--- src/rtl/cipher_pkg.sv ---
// rtl/cipher_pkg.sv - shared Feistel constants, state encoding and shift helper
package cipher_pkg;

    localparam int          DEF_DATAW = 10;
    localparam int unsigned SHIFT_A   = 5;
    localparam int unsigned SHIFT_B   = 1;
    localparam int          SHL_W     = 32;

    typedef enum logic [1:0] {
        IDLE = 2'd0,
        RUN  = 2'd1,
        DONE = 2'd2
    } state_t;

    // Logical left shift, zero fill; callers truncate to their own word width.
    function automatic logic [SHL_W-1:0] shl(input logic [SHL_W-1:0] x, input int unsigned s);
        return x << s;
    endfunction

endpackage

--- src/rtl/round_f.sv ---
// rtl/round_f.sv - Feistel round function f(x) = (x & (x<<A)) ^ (x<<B)
module round_f
    import cipher_pkg::*;
#(
    parameter int DATAW = DEF_DATAW
) (
    input  logic [DATAW-1:0] x,
    output logic [DATAW-1:0] y
);

    logic [SHL_W-1:0] xw;

    assign xw = SHL_W'(x);
    // Bitwise ops only, so truncating once at the end equals truncating each shift.
    assign y  = DATAW'((xw & shl(xw, SHIFT_A)) ^ shl(xw, SHIFT_B));

endmodule

--- src/rtl/inv_round_iter.sv ---
// rtl/inv_round_iter.sv - iterative Feistel decrypt, one inverse round per clock
module inv_round_iter
    import cipher_pkg::*;
#(
    parameter  int DATAW  = DEF_DATAW,
    parameter  int ROUNDS = 32,
    localparam int CNTW   = (ROUNDS > 1) ? $clog2(ROUNDS) : 1
) (
    input  logic             clk,
    input  logic             rst_n,
    input  logic             in_valid,
    output logic             in_ready,
    input  logic [DATAW-1:0] ct_l,
    input  logic [DATAW-1:0] ct_r,
    output logic [CNTW-1:0]  key_addr,
    input  logic [DATAW-1:0] key_data,
    output logic             out_valid,
    input  logic             out_ready,
    output logic [DATAW-1:0] pt_l,
    output logic [DATAW-1:0] pt_r,
    output logic             busy
);

    state_t           state_q;
    state_t           state_d;
    logic [CNTW-1:0]  cnt_q;
    logic [DATAW-1:0] l_q;
    logic [DATAW-1:0] r_q;
    logic [DATAW-1:0] f_r;

    round_f #(.DATAW(DATAW)) u_round_f (
        .x (r_q),
        .y (f_r)
    );

    always_ff @(posedge clk) begin
        if (!rst_n) begin
            state_q <= IDLE;
        end else begin
            state_q <= state_d;
        end
    end

    always_comb begin
        state_d = state_q;
        case (state_q)
            IDLE:    if (in_valid) state_d = RUN;
            RUN:     if (cnt_q == '0) state_d = DONE;
            DONE:    if (out_ready) state_d = IDLE;
            default: state_d = IDLE;
        endcase
    end

    always_comb begin
        in_ready  = (state_q == IDLE);
        out_valid = (state_q == DONE);
        busy      = (state_q == RUN) || (state_q == DONE);
        pt_l      = (state_q == DONE) ? l_q : '0;
        pt_r      = (state_q == DONE) ? r_q : '0;
    end

    // cnt_q only moves on accept and in RUN, so it doubles as the held key address.
    assign key_addr = cnt_q;

    always_ff @(posedge clk) begin
        if (!rst_n) begin
            cnt_q <= '0;
            l_q   <= '0;
            r_q   <= '0;
        end else begin
            case (state_q)
                IDLE: begin
                    if (in_valid) begin
                        l_q   <= ct_l;
                        r_q   <= ct_r;
                        cnt_q <= CNTW'(ROUNDS - 1);
                    end
                end
                RUN: begin
                    l_q <= r_q;
                    r_q <= l_q ^ f_r ^ key_data;
                    if (cnt_q != '0) begin
                        cnt_q <= cnt_q - CNTW'(1);
                    end
                end
                default: ;
            endcase
        end
    end

endmodule

--- config.mk ---
export PLATFORM = sky130hd
export DESIGN_NAME = inv_round_iter
export DESIGN_NICKNAME = d
export VERILOG_FILES = /design/src/rtl/cipher_pkg.sv /design/src/rtl/round_f.sv /design/src/rtl/inv_round_iter.sv
export SDC_FILE = /design/constraint.sdc
export NUM_CORES = 1
export LEC_CHECK = 0
export BUFFER_PORTS_ARGS = -buffer_cell sky130_fd_sc_hd__buf_4
export CAP_MARGIN = 15
export CORE_MARGIN = 4
export CORE_UTILIZATION = 50
export CTS_CLUSTER_DIAMETER = 200
export DETAILED_ROUTE_END_ITERATION = 12
export PLACE_DENSITY = 0.83
export SLEW_MARGIN = 20
export SYNTH_ARGS = -nofsm -noshare
export SYNTH_HDL_FRONTEND = slang
export SYNTH_SLANG_ARGS = --single-unit
--- constraint.sdc ---
create_clock -name clk -period 2 [get_ports clk]
set_clock_uncertainty 0.2 [all_clocks]
set_input_delay 0.4 -clock clk [delete_from_list [all_inputs] [get_ports clk]]
set_output_delay 0.4 -clock clk [all_outputs]
set_load 0.005 [all_outputs]
# --- Word level (Yosys, flattened, before mapping) ---
# Index checks and enable logic that the tools add are counted.
op_classes:
  addsub: 1
  n_eq_ne: 6
  muxes: 13
  bitwise_logic: 4
  reduce_logical: 8
ops:
  columns: ["op", "count"]
  rows:
  - ["2-to-1 mux 10 bit", 4]
  - ["case mux 10 bit (2 select lines)", 2]
  - ["bitwise XOR 10 bit", 3]
  - ["AND 10 bit", 1]
  - ["2-to-1 mux 5 bit", 2]
  - ["case mux 5 bit (2 select lines)", 1]
  - ["2-to-1 mux 2 bit", 3]
  - ["case mux 2 bit (3 select lines)", 1]
  - ["AND reduction 3 bit", 2]
  - ["zero test 5 bit", 1]
  - ["nonzero test 5 bit", 1]
  - ["subtractor 5 x 1 -> 5 bit, second input constant", 1]
  - ["!= test 2 x 1 -> 1 bit, second input constant", 2]
  - ["!= test 2 bit, second input constant", 2]
  - ["equality test 2 x 1 -> 1 bit, second input constant", 1]
  - ["equality test 2 bit, second input constant", 1]
  - ["zero test 2 bit", 1]
  - ["AND reduction 2 bit", 1]
  - ["nonzero test 2 bit", 1]
  - ["logical OR 1 bit", 1]
totals:
  regBits: 27
  input_bits: 34
  out_inout_bits: 28
  word_cells: 36

# --- Depth between registers and ports, before layout ---
logic_depth:
  depth_word: 5
  ltp_mapped: 7
  ltp_nobuf: 5

# --- By module ---
# A second synthesis with hierarchy kept.
hier_totals:
  cells_unflattened: 191
  area_unflattened_um2: 1836.8
modules_own_cells:
  columns: ["mod", "n_inst", "cells_per_inst", "area_per_inst_um2", "seq_area_each_um2"]
  rows:
  - ["inv_round_iter", 1, 175, 1732.9, 540.5]
  - ["round_f", 1, 16, 103.8, 0.0]

# --- Worst setup path after synthesis ---
# OpenSTA, ideal clock, no wires.
synth_timing:
  path_type: "register to register"
  startpoint: "register cnt_q[0], in the netlist key_addr[0]"
  endpoint: "register state_q[0]"
  setup_time_ns: 0.072
  t_arrival_ns: 1.542
  required_time_ns: 1.728
  slack_ns: 0.186
  path_stages_with_launch: 7
  path_buffers: 1
  path_cell_list: "dfxtp_1 -> inv_1 -> ha_1 -> or4b_1 -> buf_2 -> a211oi_2 -> mux2i_1"
synth_between:
  elab_chain_len: 3
synth_lines:
  columns: ["element", "line", "source"]
  rows:
  - ["start: declaration", "inv_round_iter.sv:26", "logic [CNTW-1:0] cnt_q;"]
  - ["start signal: assignment", "inv_round_iter.sv:76", "cnt_q <= CNTW'(ROUNDS - 1);"]
  - ["start signal: assignment", "inv_round_iter.sv:83", "cnt_q <= cnt_q - CNTW'(1);"]
  - ["zero test 5 bit", "inv_round_iter.sv:48", "RUN: if (cnt_q == '0) state_d = DONE;"]
  - ["!= test 2 bit (no line)", null, null]
  - ["AND reduction 3 bit (no line)", null, null]
  - ["end signal: assignment", "inv_round_iter.sv:40", "state_q <= state_d;"]
  - ["end: declaration", "inv_round_iter.sv:24", "state_t state_q;"]
# No other way between the ends.
# A chain may end at the register's enable or synchronous reset.

# --- Worst setup path after layout ---
layout_timing:
  startpoint: "register state_q[0]"
  endpoint: "output pt_r[6]"
layout_between:
  elab_chain_len: 2
layout_lines:
  columns: ["element", "line", "source"]
  rows:
  - ["equality test 2 bit", "inv_round_iter.sv:59", "pt_r = (state_q == DONE) ? r_q : '0;"]
  - ["2-to-1 mux 10 bit", "inv_round_iter.sv:59", null]
  - ["end: declaration", "inv_round_iter.sv:20", "output logic [DATAW-1:0] pt_r,"]
# No other way between the ends.

==> results.md <==
- Crit-path max FO: 11
- CTS tree: done
- DP Wirelength: 3020 µm
- CTS clk-pin slew, worst paths: 140 ps
- MaxCap Viol Count: 0
- Hold_ws: 142 ps
- Number of enable flip-flop cells after synthesis: 0
- Synth cell types: 33
- Setup TNS: 0 ps
- Synthesized area per cell: 9.51 µm²
- Top post-synthesis cells by area: dfxtp_1 31%, mux2i_1 9.1%, and2_1 7.1%
- YS warnings: 0
- RePlAce Congestion: 0.826
- Routed wire length: 4190 µm
- Crit path time final: 1920 ps
- Layout cells sized above 1: 0.332
- Tot GR Track Use: 0.181
- Synth Area in Simple Gates: 0.191
- Post-synthesis mux area share: 0.0974
- Initial Util: 0.523
- P per Cell Area: 1230 nW/µm²
- Non-filler cells, final: 290
- Status: finished, final reports clean
- Slew headroom: 0.766
- Final Total Pwr: 2.89 mW
- Final Cycle Share: 0.962
- Final Setup Violations: 0
- CP required: 1400 ps
- Die area: 4530 µm²
- RSZ-0062 raised after global routing: false
- Post-Synth Adder-Cell Area: 0.0284
- Root buf cell: clkbuf_4
- Fillers: 291
- Worst vdd ir: 0.593 mV
- Crit path capture type: primary output
- Max clock buf depth: 2
- Synth Area in Compound Gates: 0.179
- Critical path cell sequence: inv_2, ha_4, buf_12, and2_1, buf_4
- Synth top area share: 0.307
- Die Y: 67.3 µm
- Largest area contributor in the netlist: dfxtp_1
- Synthesized area: 1760 µm²
- Synth cell count leaders: 27 x dfxtp_1, 20 x and2_1, 19 x nand2_1
- Largest family of logic cells by synthesized area: simple AND/OR/NAND/NOR gates
- Hold buffers post-CTS: 0
- Vias in the first global route: 1341
- Seq cells post-synth: 27
- N_diodes: 0
- Post-Place Cells: 283
- Slew Limit Fails: 0
- FFs w/ async S/R, synth: 0
- IO Port Bufs: 61
- First-pass GRT wire length: 6270 µm
- Hold Vio Cnt, Final: 0
- Kind of critical path: flip-flop to primary output
- Hold crit path type: input port to flip-flop
- Drt initial violations: 49
- H-tree depth: 1
- Ports: 62
- Routed len/inst: 14.5 µm
- Core box area: 3360 µm²
- Final antenna-violating net count: 0
- Initial antenna violation count: 0
- Post-Syn Nets: 223
- CTS sink count: 27
- Post-Syn Instances: 185
- Ys flop type: dfxtp_1
- Synth Area in XOR/XNOR: 0.148
- Nets: 283
- Row count: 21
- Largest net degree at the start of global routing: 36
- CP arrival: 1320 ps
- Vias per cell: 5.29
- Register area share after synthesis: 0.307
- Worst Tran Pin Value: 351 ps
- Fmax: 520 MHz
- CP max stage cell: dfxtp_2
- Worst-skew pair later-pin latency: 320 ps
- Startpoint types: flip-flop
- Top-count cell post-synth: dfxtp_1
- Congestion Overflow GR: 0
- Routed vias: 1535
- Die width: 67.3 µm
- Leak: 1.17 nW
- CTS Buf Count: 3
- Largest stage delay, worst path: 360 ps
- DRT Pass-1 Iters: 4
- Finished Core Util: 0.697
- Remaining DRCs: 0
- Syn-to-layout area delta: 33.3%
## per-stage QoR
stage               area (µm²)  setup WS (ps)
finish                    2340           75.8
global placement          2260           81.6
CTS                       2300           28.7
detailed placement        2260           56.1
global route              2340           10.4
floorplan                 1760            186
## worst max-delay path: cells and delay by family, from the launching register on
| kind | cells | cell delay [ps] |
|---|---|---|
| AND/OR/NAND/NOR | 1 | 160 |
| buffers and inverters | 3 | 320 |
| adder cells (fa/ha/maj) | 1 | 160 |
| flip-flops | 1 | 360 |
## where the power goes
group	switching, mW	total, mW	internal [mW]
Sequential	0.229	0.975	0.747
Clock	0.161	0.239	0.0782
Combinational	0.738	1.67	0.935
Total	1.13	2.89	1.76
## area by class of cell
class	instances	area, µm²	share of cell area
inverter	5	18.8	0.00800
timing repair buffer	71	549	0.234
tap	46	57.6	0.0245
sequential	27	542	0.231
clock buffer	4	26.3	0.0112
multi-input combinational	137	1150	0.491
## flip-flops by register name, indices dropped and copies added (netlist names)
signal and cells:
l_q 10, r_q 10, key_addr 5, state_q 2
## worst paths after layout
check / end / startpoint / slack [ps] / depth (start not counted)
max: pt_r[6] / state_q[0] / 80 / 5
min reg2reg: r_q[0] / r_q[0] / 340 / 2
min: r_q[8] / ct_r[8] / 140 / 3
max reg2reg: state_q[0] / key_addr[1] / 110 / 5
## layout by cell type (no fill, tap or decap), types with 3 or more instances in the layout
cell / count
a21oi_1: 4
and2_1: 20
o211ai_1: 7
clkbuf_4: 3
nand4b_1: 5
o211a_1: 10
o21ai_0: 6
nand3_1: 6
xnor2_1: 6
inv_1: 4
dfxtp_1: 26
buf_4: 69
mux2i_1: 16
nor2_1: 3
xnor3_1: 5
nand2_1: 19
xor3_1: 4
nand2b_1: 3
## cells by family after synthesis
logic type | Yosys count
buffers and inverters | 21
XOR/XNOR | 15
AO/OA/AOI/OAI | 40
multiplexers | 17
adder cells (fa/ha/maj) | 4
flip-flops | 27
AND/OR/NAND/NOR | 61
## layer usage
metal	GRT usage	share of wire	vias to the layer above
li1	-	-	780
met1	0.240	0.46	710
met2	0.308	0.48	40
met3	0.0233	0.049	5
met4	0.0532	0.012	0
met5	0	0	-
## timing repair
action / CTS / global route
endpoints found under the hold margin: 0 / 0
resized for setup: 2 / 5
setup endpoints to repair: 21 / 23
cloned: 0 / 0
buffers inserted: 0 / 3
pin swaps: 0 / 1
(Power assumes the default switching activity.)
